===== src/rtl/wb_pkg.sv =====
// wb_pkg: shared encodings, select codes, state enum and select decode for the write-back sequencer.
package wb_pkg;
  typedef enum logic [2:0] {
    WB_NONE, WB_RTYPE, WB_ITYPE, WB_LOAD, WB_JAL, WB_JALR, WB_MFHI, WB_MFLO
  } wb_kind_e;

  localparam logic [1:0] RD_RT = 2'b00;
  localparam logic [1:0] RD_RD = 2'b01;
  localparam logic [1:0] RD_31 = 2'b10;

  localparam logic [2:0] WD_ALU = 3'b000;
  localparam logic [2:0] WD_MDR = 3'b001;
  localparam logic [2:0] WD_PC  = 3'b010;
  localparam logic [2:0] WD_HI  = 3'b011;
  localparam logic [2:0] WD_LO  = 3'b100;

  typedef enum logic [1:0] {S_IDLE, S_MEM_WAIT, S_WRITE, S_FINISH} state_e;

  function automatic logic [1:0] rd_sel(input logic [2:0] k);
    return (k == WB_JAL) ? RD_31 :
           (k == WB_RTYPE || k == WB_JALR || k == WB_MFHI || k == WB_MFLO) ? RD_RD : RD_RT;
  endfunction

  function automatic logic [2:0] wd_sel(input logic [2:0] k);
    return (k == WB_LOAD) ? WD_MDR :
           (k == WB_JAL || k == WB_JALR) ? WD_PC :
           (k == WB_MFHI) ? WD_HI :
           (k == WB_MFLO) ? WD_LO : WD_ALU;
  endfunction
endpackage


===== src/rtl/wb_sequencer.sv =====
// wb_sequencer: register-file write-back sequencer; drives dest/data selects, reg_write strobe and done pulse.
module wb_sequencer
  import wb_pkg::*;
#(
  parameter int MEM_LATENCY = 2
) (
  input  logic       clk,
  input  logic       reset,
  input  logic       start,
  input  logic [2:0] wb_kind,
  input  logic [4:0] inst20_16,
  input  logic [4:0] inst15_11,
  input  logic       abort,
  output logic [1:0] mux_regDest_control,
  output logic [2:0] mux_wd_control,
  output logic       reg_write,
  output logic       busy,
  output logic       done
);
  localparam logic [3:0] LAT_M1 = 4'((MEM_LATENCY > 0) ? MEM_LATENCY - 1 : 0);

  state_e     state_q, state_d;
  logic [3:0] cnt_q, cnt_d;
  logic [1:0] rdsel_q, rdsel_d;
  logic [2:0] wdsel_q, wdsel_d;
  logic [4:0] rt_q, rt_d, rd_q, rd_d;
  logic [4:0] dest;

  always_comb begin
    state_d = state_q;
    cnt_d   = cnt_q;
    rdsel_d = rdsel_q;
    wdsel_d = wdsel_q;
    rt_d    = rt_q;
    rd_d    = rd_q;
    unique case (state_q)
      S_IDLE: if (start && !abort) begin
        rt_d    = inst20_16;
        rd_d    = inst15_11;
        rdsel_d = rd_sel(wb_kind);
        wdsel_d = wd_sel(wb_kind);
        cnt_d   = LAT_M1;
        state_d = (wb_kind == WB_NONE) ? S_FINISH :
                  (wb_kind == WB_LOAD && MEM_LATENCY > 0) ? S_MEM_WAIT : S_WRITE;
      end
      S_MEM_WAIT: begin
        state_d = abort ? S_IDLE : (cnt_q == 4'd0) ? S_WRITE : S_MEM_WAIT;
        cnt_d   = (cnt_q == 4'd0) ? cnt_q : cnt_q - 4'd1;
      end
      S_WRITE:  state_d = S_FINISH;
      S_FINISH: state_d = S_IDLE;
      default:  state_d = S_IDLE;
    endcase
    // selects are only meaningful while a job is in flight
    if (state_d == S_IDLE) begin
      rdsel_d = RD_RT;
      wdsel_d = WD_ALU;
    end
  end

  always_ff @(posedge clk) begin
    if (reset) begin
      state_q <= S_IDLE;
      cnt_q   <= '0;
      rdsel_q <= '0;
      wdsel_q <= '0;
      rt_q    <= '0;
      rd_q    <= '0;
    end else begin
      state_q <= state_d;
      cnt_q   <= cnt_d;
      rdsel_q <= rdsel_d;
      wdsel_q <= wdsel_d;
      rt_q    <= rt_d;
      rd_q    <= rd_d;
    end
  end

  assign dest                = (rdsel_q == RD_RD) ? rd_q : (rdsel_q == RD_31) ? 5'd31 : rt_q;
  assign reg_write           = (state_q == S_WRITE) && (dest != 5'd0);
  assign done                = (state_q == S_FINISH);
  assign busy                = (state_q != S_IDLE);
  assign mux_regDest_control = rdsel_q;
  assign mux_wd_control      = wdsel_q;
endmodule


===== config.mk =====
export PLATFORM = sky130hd
export DESIGN_NAME = wb_sequencer
export DESIGN_NICKNAME = d
export VERILOG_FILES = /design/src/rtl/wb_pkg.sv /design/src/rtl/wb_sequencer.sv
export SDC_FILE = /design/constraint.sdc
export NUM_CORES = 1
export LEC_CHECK = 0
export BUFFER_PORTS_ARGS = -buffer_cell sky130_fd_sc_hd__buf_2
export CAP_MARGIN = 20
export CORE_MARGIN = 8
export CORE_UTILIZATION = 35
export CTS_BUF_LIST = sky130_fd_sc_hd__clkbuf_4
export DETAILED_ROUTE_END_ITERATION = 7
export GPL_ROUTABILITY_DRIVEN = 0
export PLACE_DENSITY = 0.57
export SLEW_MARGIN = 40
export SYNTH_ARGS = -nofsm -noshare
export SYNTH_HDL_FRONTEND = slang
export SYNTH_SLANG_ARGS = --single-unit

===== constraint.sdc =====
create_clock -name clk -period 2 [get_ports clk]
set_input_delay 0.4 -clock clk [delete_from_list [all_inputs] [get_ports clk]]
set_output_delay 0.4 -clock clk [all_outputs]
set_load 0.05 [all_outputs]

Yosys cells after proc, flatten, opt, wreduce, memory -nomap -nowiden
Index checks and enable logic that the tools add are counted.
- add/subtract/negate cells: 1
- multipliers: 0
- divide/modulo/power cells: 0
- magnitude comparators: 0
- equal/unequal tests: 13
- shift-type cells: 0
- mux-type cells: 17
- bitwise logic cells: 0
- reductions and logical operators: 17
- operators by type and width (cell ; count):
    equality test 3 bit, second input constant ; 4
    two-way mux 2 bit ; 6
    two-way mux 3 bit ; 4
    two-way mux 5 bit ; 2
    two-way mux 4 bit ; 2
    case mux 2 bit (4 select lines) ; 1
    case mux 4 bit (2 select lines) ; 1
    equality test 2 bit, second input constant ; 3
    nonzero test 5 bit ; 1
    equality test 2 x 1 -> 1 bit, second input constant ; 2
    zero test 2 bit ; 2
    zero test 4 bit ; 1
    logical OR 1 bit ; 4
    inequality test 2 bit, second input constant ; 2
    nonzero test 2 bit ; 2
    subtractor 4 x 1 -> 4 bit, second input constant ; 1
    equality test 3 x 1 -> 1 bit, second input constant ; 1
    equality test 3 x 2 -> 1 bit, second input constant ; 1
    zero test 3 bit ; 1
    AND reduction 3 bit ; 1
    logical AND 1 bit ; 2
    AND reduction 2 bit ; 1
    OR reduction 2 bit ; 1
    zero test 1 bit ; 1
    two-way mux 1 bit ; 1
- flip-flop bits (word level): 21
- bits in latches: 0
- bits in writable memories: 0
- ROM bits: 0
- bits of input ports: 17
- output and inout bits: 8
- logic and storage cells: 54
- memories kept: 0

Logic depth before layout (Yosys ltp)
Gate-level depths: netlist of the first run.
- word-level depth: 7
- gate-level depth with buffers: 6

Least setup slack after synthesis of the first run
No wires, ideal clock.
- kind: register to output
- start: register rdsel_q[0] (netlist: mux_regDest_control[0])
- end: output port reg_write
- arrival: 1.900 ns
- required time: 1.600 ns
- path slack: -0.300 ns
- stages on the path, launching flop included: 3
- path through: dfxtp_1 > nor4_1 > nor3_1
- word-level cells in the longest chain between the ends: 5
- RTL lines (element ; RTL line ; RTL):
    start: declaration ; wb_sequencer.sv:24 ; logic [1:0] rdsel_q, rdsel_d;
    start signal: assignment ; wb_sequencer.sv:72 ; rdsel_q <= rdsel_d;
    equality test 2 bit ; wb_sequencer.sv:79 ; assign dest = (rdsel_q == RD_RD) ? rd_q : (rdsel_q == RD_31) ? 5'd31 : rt_q;
    two-way mux 5 bit ; wb_sequencer.sv:79 ;
    two-way mux 5 bit * ; wb_sequencer.sv:79 ;
    nonzero test 5 bit * ; wb_sequencer.sv:80 ; assign reg_write = (state_q == S_WRITE) && (dest != 5'd0);
    logical AND 1 bit * ; wb_sequencer.sv:80 ;
    end: declaration ; wb_sequencer.sv:16 ; output logic reg_write,
Mark *: on every way between the ends. The rest lies on a longest branch, timed or not.

Final worst setup path of the first run
- start: register rd_q[3]
- end: output port reg_write
- word-level cells in the longest chain between the ends: 3
- RTL lines (element ; RTL line ; RTL):
    start: declaration ; wb_sequencer.sv:26 ; logic [4:0] rt_q, rt_d, rd_q, rd_d;
    start signal: assignment ; wb_sequencer.sv:75 ; rd_q <= rd_d;
    two-way mux 5 bit ; wb_sequencer.sv:79 ;
    nonzero test 5 bit ; wb_sequencer.sv:80 ;
    logical AND 1 bit ; wb_sequencer.sv:80 ;
Every way passes these cells.

==> metrics.md, run 1 <==
| Metric | Value |
|---|---|
| Status | `finished with violations` |
| Violated checks | `negative setup slack` |
| Mapped Nets | `~140` |
| Worst-path clk slew | `approximately 120 ps` |
| IO Pins | `25` |
| Die Y | `roughly 69 µm` |
| DR WL/cell | `about 13 µm` |
| Cts hold-fix bufs | `0` |
| H-tree Lvls | `1` |
| Unrepaired setup endpoints after global routing | `yes` |
| Maximum root-to-sink buffer count | `2` |
| CP Launch Type | `register` |
| Die area | `between 0.004 and 0.005 mm²` |
| Vias per inst | `5.19` |
| Synth top area share | `between 40 and 50%` |
| Synth area leaders | `dfxtp_1, nand2_1, a21oi_1` |
| Port Buffers | `24` |
| Crit end category | `primary output` |
| First-pass GRT wire length | `approximately 3.8 mm` |
| Asr flop ratio synth | `0%` |
| Worst-Skew Late Latency | `roughly 290 ps` |
| Rows | `19` |
| Final core utilization | `between 40% and 50%` |
| Drt drc | `0` |
| Synth top cells by count | `nand2_1, dfxtp_1, a21oi_1` |
| FMAX | `492 MHz` |
| Initial core utilization | `a little over a third` |
| Fillers | `a little under 300` |
| Synthesis-to-layout area growth | `21.2%` |
| Min Clock Period, post-route | `between 2000 and 2500 ps` |
| Dominant synthesized flop cell | `dfxtp_1` |
| Post-DP HPWL | `between 1.5 and 2 mm` |
| GRT Residual Overflow | `0` |
| Seq cells post-synth | `21` |
| Synth warnings | `0` |
| Final hold slack | `325 ps` |
| Crit path arrival time | `about 1600 ps` |
| WL final | `approximately 2.2 mm` |
| Final setup violating endpoints | `1` |
| Vias in the first global route | `about 900` |
| Leakage power | `0.467 nW` |
| Max cap viols | `0` |
| Antenna cells | `0` |
| Worst hold path class | `input port to register` |
| Largest net degree at the start of global routing | `19` |
| Initial DRC count | `17` |
| Post-synth EDFFs | `0` |
| Slew Limit Fails | `0` |
| GRT Util Overall | `under 10%` |
| Layout cell share with drive strength beyond 1 | `slightly below 30%` |
| Pre-antenna DRT Iters | `2` |
| Clk sinks | `21` |
| Crit path setup slack, layout | `-33.4 ps` |
| CTS buffer count | `3` |
| Post-Synthesis Cells | `about 120` |
| Worst path required time | `between 1500 and 2000 ps` |
| Final antenna-violating net count | `0` |
| Setup CP Type | `register to primary output` |
| CTS root buf | `clkbuf_4` |
| Tcrit/Tclk final | `102%` |
| Synth cell types | `33` |
| Worst VDD drop | `0.408 mV` |
| Area leader, netlist | `dfxtp_1` |
| CORE AREA | `0.00271 mm²` |
| Worst Skew | `between 3 and 4 ps` |
| Crit Path Max Fanout | `2` |
| Number of setup buffers added after CTS | `0` |
| Post-synthesis sequential area ratio | `42.5%` |
| Slew HR | `58.8%` |
| Cell Pwr Density | `about 700 mW/mm²` |
| Syn_area_per_cell | `about 8 µm²` |
| Initial antenna violation count | `0` |
| Mapped cell area | `roughly 990 µm²` |
| Via count | `approximately 900` |
| Count leader, synth | `nand2_1` |
| Die Wd | `between 60 and 70 µm` |
| Fin. Hold Viols | `0` |
| CTS tree | `done` |
| Final #Nets | `approximately 160` |
| Tightest Pin Transition | `a little over 600 ps` |
==> state kept, by name, summed over array words and instances, names as in the netlist <==
register             cells
rd_q                     5
mux_regDest_control      2
mux_wd_control           3
rt_q                     5
state_q                  2
cnt_q                    4
==> final cells by class <==
type	instances	area, µm²	share of cell area, %
flip-flops and latches	21	423	35.2
repair buffers	26	141	11.8
well taps	31	38.8	3.23
inverters	3	11.3	0.938
clock buffers	4	30.0	2.50
multi-input cells	90	556	46.3
==> critical path, stage by stage, from the launching register on <==
cell,delay [ps]
dfxtp_2,340
or4_4,540
nor4b_4,240
nor3_2,70
buf_6,160
==> final timing paths <==
check / from / endpoint / slack, ps / cells after the start
min reg2reg: mux_wd_control[2] / mux_wd_control[2] / 460 / 2
max reg2reg: cnt_q[0] / state_q[1] / 390 / 5
min: inst20_16[2] / rt_q[2] / 330 / 3
max: rd_q[3] / reg_write / -30 / 4
==> layout by cell type (no fill, tap or decap), drive strengths merged <==
master / instances
o21ba: 1
a311oi: 1
buf: 26
nand2b: 3
or4: 4
or2: 1
nand2: 26
nor2: 2
ha: 2
or4b: 1
nor4b: 2
a31oi: 2
o21ai: 4
nand3: 3
inv: 3
nor3b: 1
o31ai: 1
o211ai: 1
nor4: 1
or3: 5
nand4: 1
a211oi: 2
clkbuf: 4
nor3: 1
mux2i: 1
a21oi: 18
or3b: 1
and2: 1
xor2: 2
nor2b: 2
dfxtp: 21
==> through the flow <==
step           instance area, µm²  instances  power (mW)  setup WS (ps)  TNS, ps
6_report                     1200        175       0.852          -33.4    -33.4
5_1_grt                      1200        175       0.906           -112     -112
4_1_cts                      1180        175       0.855           -115     -115
3_5_place_dp                 1130        171       0.631            144        0
3_3_place_gp                 1130        171       0.626            168        0
2_1_floorplan                 995        122       0.585           99.5        0
==> report_power, final <==
group | switching, mW | leakage, nW | internal (mW)
clock network | 0.126 | 0.0184 | 0.0911
registers | 0.0207 | 0.172 | 0.439
logic | 0.103 | 0.277 | 0.0732
==> repair_timing <==
| item | in CTS | in global routing |
|---|---|---|
| setup endpoints to repair | 1 | 1 |
| pin swaps | 3 | 2 |
| gates resized for setup | 6 | 4 |
| cloned | 0 | 0 |
==> cells by family after synthesis <==
| logic type | after synthesis | synth area share [%] |
|---|---|---|
| AND/OR/NAND/NOR | 55 | 29.6 |
| XOR/XNOR | 2 | 1.77 |
| AO/OA/AOI/OAI | 30 | 17.3 |
| buffers and inverters | 11 | 5.31 |
| flip-flops | 21 | 42.5 |
| adder cells (fa/ha/maj) | 2 | 2.53 |
| multiplexers | 1 | 1.01 |
==> routing by layer <==
layer / vias to the layer above / routed length [µm] / global-route usage, %
li1: 475 / - / -
met1: 414 / 1080 / 10.5
met2: 17 / 1020 / 15.2
met3: 2 / 129 / 3.72
met4: 0 / 14 / 2.96
met5: - / 0 / 0
Power figures use the tool's default switching activity.
==> run 2: changes to the inputs <==
--- a/config.mk
+++ b/config.mk
@@ -9,7 +9,8 @@
 export CAP_MARGIN = 20
 export CORE_MARGIN = 8
 export CORE_UTILIZATION = 35
-export CTS_BUF_LIST = sky130_fd_sc_hd__clkbuf_4
+export CTS_BUF_LIST = sky130_fd_sc_hd__clkbuf_8
+export CTS_CLUSTER_DIAMETER = 80
 export DETAILED_ROUTE_END_ITERATION = 7
 export GPL_ROUTABILITY_DRIVEN = 0
 export PLACE_DENSITY = 0.57
==> constraint.sdc (replaced) <==
create_clock -name clk -period 2.33 [get_ports clk]
set_input_delay 0.466 -clock clk [delete_from_list [all_inputs] [get_ports clk]]
set_output_delay 0.466 -clock clk [all_outputs]
set_load 0.05 [all_outputs]
==> run 2 against run 1 <==
The run now ends clean. Final area decreased by 2.3%. Largest cell class unchanged. Combinational power decreased by 20%. Sequential share of layout area increased by 0.61 points. Critical path type unchanged. Critical path depth unchanged. Worst setup slack improved by 170 ps. First-iteration DRC count increased by 12%. Non-clock buffer count unchanged. Highest routed layer unchanged.
==> metrics.md, run 2 (synthesis gave the netlist of run 1 again) <==
| Metric | Value |
|---|---|
| Clk sinks | `21 (unchanged)` |
| Worst hold path class | `input port to register (unchanged)` |
| Leakage power | `0.472 nW (was 0.467 nW)` |
| Tcrit/Tclk final | `between 90% and 100%` |
| First-pass GRT wire length | `3.75 mm (was 3.77 mm)` |
| Fin Setup TNS | `0 ps (was -33.4 ps)` |
| Synthesis-to-layout area growth | `18.5% (was 21.2%)` |
| Top Registers | `rd_q (5), rt_q (5), cnt_q (4) (unchanged)` |
| Rows | `19 (unchanged)` |
| Largest net degree at the start of global routing | `19 (unchanged)` |
| Fin. Hold Viols | `0 (unchanged)` |
| Crit path arrival time | `1720 ps (was 1630 ps)` |
| Most frequent cells in the layout | `nand2_1, buf_2, dfxtp_1 (unchanged)` |
| H-tree Lvls | `1 (unchanged)` |
| Die Wd | `69.2 µm (unchanged)` |
| Antenna cells | `0 (unchanged)` |
| Cts hold-fix bufs | `0 (unchanged)` |
| Setup CP Type | `register to primary output (unchanged)` |
| Number of setup buffers added after CTS | `0 (unchanged)` |
| Worst Skew | `1.88 ps (was 3.51 ps)` |
| Initial core utilization | `36.5% (unchanged)` |
| Cell Pwr Density | `648 mW/mm² (was 710 mW/mm²)` |
| Status | `completed (was finished with violations)` |
| CP Launch Type | `register (unchanged)` |
| Fillers | `293 (was 291)` |
| FMAX | `between 400 and 500 MHz` |
| WL final | `2.20 mm (was 2.24 mm)` |
| Cell area after layout | `0.00117 mm² (was 0.00120 mm²)` |
| Worst path required time | `1860 ps (was 1600 ps)` |
| Post_cts resized | `0 (was 6)` |
| Min Clock Period, post-route | `around 2200 ps` |
| Worst-Skew Late Latency | `250 ps (was 290 ps)` |
| Maximum root-to-sink buffer count | `2 (unchanged)` |
| Via count | `898 (was 908)` |
| Slew Limit Fails | `0 (unchanged)` |
| Final antenna-violating net count | `0 (unchanged)` |
| Final #Nets | `164 (unchanged)` |
| Final core utilization | `43.3% (was 44.3%)` |
| Initial DRC count | `19 (was 17)` |
| Crit end category | `primary output (unchanged)` |
| CTS buffer count | `3 (unchanged)` |
| CORE AREA | `0.00271 mm² (unchanged)` |
| Slew HR | `60.6% (was 58.8%)` |
| GRT Util Overall | `9.22% (was 9.20%)` |
| Worst-path clk slew | `70 ps (was 120 ps)` |
| Die Y | `69.2 µm (unchanged)` |
| Vias in the first global route | `892 (was 899)` |
| Final setup violating endpoints | `0 (was 1)` |
| Unrepaired setup endpoints after global routing | `no (was yes)` |
| DR WL/cell | `12.6 µm (was 12.8 µm)` |
| Tightest Pin Transition | `585 ps (was 611 ps)` |
| Dpl cell area | `0.00113 mm² (unchanged)` |
| Worst VDD drop | `0.321 mV (was 0.408 mV)` |
| Drt drc | `0 (unchanged)` |
| IO Pins | `25 (unchanged)` |
| Pre-antenna DRT Iters | `4 (was 2)` |
| Post-DP HPWL | `1.65 mm (was 1.66 mm)` |
| Initial antenna violation count | `0 (unchanged)` |
| Layout cell share with drive strength beyond 1 | `23.6% (was 29.2%)` |
| Commonest non-fill, non-tap cell in the layout | `nand2_1 (unchanged)` |
| CTS tree | `done (unchanged)` |
| Port Buffers | `24 (unchanged)` |
| CTS root buf | `clkbuf_8 (was clkbuf_4)` |
| Max cap viols | `0 (unchanged)` |
| Vias per inst | `5.13 (was 5.19)` |
| GRT Residual Overflow | `0 (unchanged)` |
| Die area | `0.00479 mm² (unchanged)` |
| Crit Path Max Fanout | `2 (unchanged)` |
==> run 2: cell types whose count changed in the layout (fill, tap and decap cells not counted), sizes merged <==
cell,previous run,this run
clkbuf,4,3
inv,3,4
==> run 2: worst paths after layout <==
| kind | startpoint | end | slack (ps) | cells past startpoint |
|---|---|---|---|---|
| hold reg to reg | rd_q[2] | rd_q[2] | 450 | 2 |
| setup / recovery | rd_q[0] | reg_write | 140 | 4 |
| setup reg to reg | cnt_q[0] | state_q[1] | 730 | 5 |
| hold / removal | inst15_11[4] | rd_q[4] | 440 | 3 |
==> run 2: layout make-up <==
| type | count | area, µm² | area share (%) |
|---|---|---|---|
| clock buffers | 3 | 41.3 | 3.52 |
| multi-input cells | 90 | 522 | 44.5 |
| well taps | 31 | 38.8 | 3.31 |
| repair buffers | 26 | 135 | 11.5 |
| inverters | 3 | 11.3 | 0.961 |
| flip-flops and latches | 21 | 420 | 35.9 |
| clock inverters | 1 | 3.75 | 0.320 |
==> run 2: metrics by stage <==
step / std cells / hold slack [ps] / setup WS [ps] / total power, mW
6_report: 175 / 444 / 140 / 0.759
5_1_grt: 175 / 456 / 27.5 / 0.807
4_1_cts: 175 / 438 / 120 / 0.771
3_5_place_dp: 171 / 445 / 410 / 0.542
3_3_place_gp: 171 / 436 / 432 / 0.538
2_1_floorplan: 122 / 431 / 364 / 0.502
==> run 2: per-layer routing <==
metal | part of all wire (%) | track usage, % | wire length [µm] | up-vias
met1 | 49 | 9.98 | 1080 | 407
met5 | 0 | 0 | 0 | -
met3 | 5.3 | 3.86 | 116 | 2
li1 | - | - | - | 472
met2 | 45 | 15.5 | 985 | 17
met4 | 0.64 | 3.64 | 14 | 0
==> run 2: critical path, stage by stage (launching register included) <==
cell,delay [ps]
dfxtp_1,310
or4_1,530
nor4b_1,330
nor3_2,80
buf_2,220
==> run 2: power breakdown <==
part           leakage [nW]  internal (mW)  switching (mW)
Sequential            0.171          0.376          0.0160
Clock                0.0269          0.117           0.110
Combinational         0.275         0.0543          0.0855
==> run 3: changes to the inputs <==
--- a/config.mk
+++ b/config.mk
@@ -13,7 +13,9 @@
 export CTS_CLUSTER_DIAMETER = 80
 export DETAILED_ROUTE_END_ITERATION = 7
 export GPL_ROUTABILITY_DRIVEN = 0
+export HOLD_SLACK_MARGIN = 0.08
 export PLACE_DENSITY = 0.57
+export RECOVER_POWER = 25
 export SLEW_MARGIN = 40
 export SYNTH_ARGS = -nofsm -noshare
 export SYNTH_HDL_FRONTEND = slang
==> constraint.sdc (replaced) <==
create_clock -name clk -period 2.33 [get_ports clk]
set_input_delay 0.3495 -clock clk [delete_from_list [all_inputs] [get_ports clk]]
set_output_delay 0.3495 -clock clk [all_outputs]
set_load 0.05 [all_outputs]
==> run 3 against run 2 <==
Critical path depth unchanged. Final area down 1.3%. Hold slack worse by 110 ps. Clock skew about the same. Highest routed layer unchanged. Largest cell class unchanged. Register-to-register slack worse by 110 ps. First-iteration DRC count up 95%.
==> metrics.md, run 3 (synthesis gave the netlist of run 1 again) <==
| Metric | Value |
|---|---|
| Worst R2R Start | `state_q[0] (was cnt_q[0])` |
| Crit path arrival time | `1640 ps (was 1720 ps)` |
| First-pass GRT wire length | `3.97 mm (was 3.75 mm)` |
| Min-delay src | `inst20_16[0] (was inst15_11[4])` |
| Crit path from | `rd_q[0] (unchanged)` |
| Min Clock Period, post-route | `1990 ps (was 2190 ps)` |
| Leakage power | `0.446 nW (was 0.472 nW)` |
| Maximum root-to-sink buffer count | `2 (unchanged)` |
| Worst-path clk slew | `70 ps (about the same)` |
| Fin Setup TNS | `0 ps (unchanged)` |
| DR WL/cell | `12.8 µm (was 12.6 µm)` |
| Drt drc | `0 (unchanged)` |
| GRT Residual Overflow | `0 (unchanged)` |
| Via count | `887 (was 898)` |
| Most frequent cells in the layout | `nand2_1, dfxtp_1, buf_2 (was nand2_1, buf_2, dfxtp_1)` |
| GRT Util Overall | `9.61% (was 9.22%)` |
| Fin. Hold Viols | `0 (unchanged)` |
| Crit Path Max Fanout | `2 (unchanged)` |
| Port Buffers | `24 (unchanged)` |
| Place WS | `612 ps (was 410 ps)` |
| Final #Nets | `164 (unchanged)` |
| H-tree Lvls | `1 (unchanged)` |
| Antenna cells | `0 (unchanged)` |
| Slew HR | `51.6% (was 60.6%)` |
| Tcrit/Tclk final | `85.4% (was 94.0%)` |
| CP top delay family | `simple AND/OR/NAND/NOR gates (unchanged)` |
| Switching share of power | `27.8% (was 27.9%)` |
| CP Launch Type | `register (unchanged)` |
| Stages on the worst setup path | `4 (unchanged)` |
| Cts hold-fix bufs | `0 (unchanged)` |
| Switching pwr | `0.210 mW (was 0.212 mW)` |
| CTS tree | `done (unchanged)` |
| Sequential share of power | `52.0% (was 51.6%)` |
| Clk sinks | `21 (unchanged)` |
| Gate power share | `18.1% (was 18.4%)` |
| Unrepaired setup endpoints after global routing | `no (unchanged)` |
| Vias per inst | `5.07 (was 5.13)` |
| Cell Pwr Density | `652 mW/mm² (was 648 mW/mm²)` |
| Crit end category | `primary output (unchanged)` |
| Final hold slack | `329 ps (was 444 ps)` |
| Die Y | `69.2 µm (unchanged)` |
| WL final | `2.24 mm (was 2.20 mm)` |
| Worst VDD drop | `0.301 mV (was 0.321 mV)` |
| Synthesis-to-layout area growth | `16.9% (was 18.5%)` |
| Number of setup buffers added after CTS | `0 (unchanged)` |
| IO Pins | `25 (unchanged)` |
| Worst hold path class | `input port to register (unchanged)` |
| Tightest Pin Transition | `726 ps (was 585 ps)` |
| Initial antenna violation count | `0 (unchanged)` |
| Slew Limit Fails | `0 (unchanged)` |
| Status | `completed (unchanged)` |
| Initial DRC count | `37 (was 19)` |
| Vias in the first global route | `863 (was 892)` |
| Die Wd | `69.2 µm (unchanged)` |
| Rows | `19 (unchanged)` |
| Max cap viols | `0 (unchanged)` |
| Die area | `0.00479 mm² (unchanged)` |
| Worst path cell trace | `or4_1 -> nor4b_1 -> nor3_1 -> buf_2 (was or4_1 -> nor4b_1 -> nor3_2 -> buf_2)` |
| Hold path cells | `3 (unchanged)` |
| Post_cts resized | `0 (unchanged)` |
| Slowest stage delay, CP | `520 ps (was 530 ps)` |
| Pre-antenna DRT Iters | `4 (unchanged)` |
| Power share of the clock group | `29.9% (was 30.0%)` |
| Initial core utilization | `36.5% (unchanged)` |
| Power, Total | `0.755 mW (was 0.759 mW)` |
| Reg2reg setup slack | `620 ps (was 730 ps)` |
| Largest net degree at the start of global routing | `19 (unchanged)` |
| Setup CP Type | `register to primary output (unchanged)` |
| CTS buffer count | `3 (unchanged)` |
| Worst path required time | `1980 ps (was 1860 ps)` |
| CTS root buf | `clkbuf_8 (unchanged)` |
| CORE AREA | `0.00271 mm² (unchanged)` |
| Critical path buffer and inverter count | `1 (unchanged)` |
| Layout cell share with drive strength beyond 1 | `18.8% (was 23.6%)` |
| Post-DP HPWL | `1.66 mm (was 1.65 mm)` |
| Commonest non-fill, non-tap cell in the layout | `nand2_1 (unchanged)` |
| Cell area after layout | `0.00116 mm² (was 0.00117 mm²)` |
| Worst Skew | `1.66 ps (was 1.88 ps)` |
| Worst-Skew Late Latency | `250 ps (about the same)` |
| Crit path setup slack, layout | `341 ps (was 140 ps)` |
| Slowest CP cell | `or4_1 (unchanged)` |
| Final antenna-violating net count | `0 (unchanged)` |
| Dpl cell area | `0.00112 mm² (was 0.00113 mm²)` |
| Top Registers | `rd_q (5), rt_q (5), cnt_q (4) (unchanged)` |
| FF-to-FF path depth | `4 (was 5)` |
| Internal power | `0.545 mW (was 0.547 mW)` |
| FMAX | `503 MHz (was 457 MHz)` |
| Final setup violating endpoints | `0 (unchanged)` |
==> run 3: cell types whose count changed in the layout (fill, tap and decap cells not counted) <==
cell	previous run	this run
clkbuf_1	0	6
nor3_1	0	1
buf_4	2	1
buf_2	24	19
nor3_2	1	0
==> run 3: final timing paths <==
path,to
max reg2reg,cnt_q[1]
min,rt_q[0]
min reg2reg,rt_q[2]
max,reg_write
==> run 3: worst register-to-register path, delay by kind of cell (launching register included) <==
kind | cells | cell delay, ps
AOI/OAI and AO/OA | 2 | 280
buffers and inverters | 1 | 350
DFF | 1 | 390
and+or+nand+nor | 1 | 560
==> run 3: layout make-up <==
class | count | area [µm²]
clock buffers | 3 | 41.3
clock inverters | 1 | 3.75
fillers | 301 | 1550
inverters | 3 | 11.3
multi-input cells | 90 | 517
flip-flops and latches | 21 | 420
well taps | 31 | 38.8
repair buffers | 26 | 125
==> run 3: through the flow <==
stage | util [%] | cells
final | 42.7 | 175
after global routing | 42.7 | 175
after CTS | 43.1 | 175
after detailed placement | 41.4 | 171
after global placement | 41.4 | 171
after floorplan | - | 122
==> run 3: power groups by stage <==
stage          combinational, mW  sequential [mW]  clock (mW)
2_1_floorplan              0.105            0.396           0
3_3_place_gp               0.137            0.400           0
3_5_place_dp               0.139            0.401           0
4_1_cts                    0.140            0.393       0.236
5_1_grt                    0.154            0.396       0.255
6_report                   0.136            0.393       0.226
==> run 3: routing by layer <==
layer / vias to the layer above / GRT usage (%) / wire [µm]
li1: 469 / - / -
met2: 19 / 15.1 / 1060
met5: - / 0 / 0
met1: 397 / 11.6 / 1050
met3: 2 / 3.58 / 117
met4: 0 / 3.42 / 14
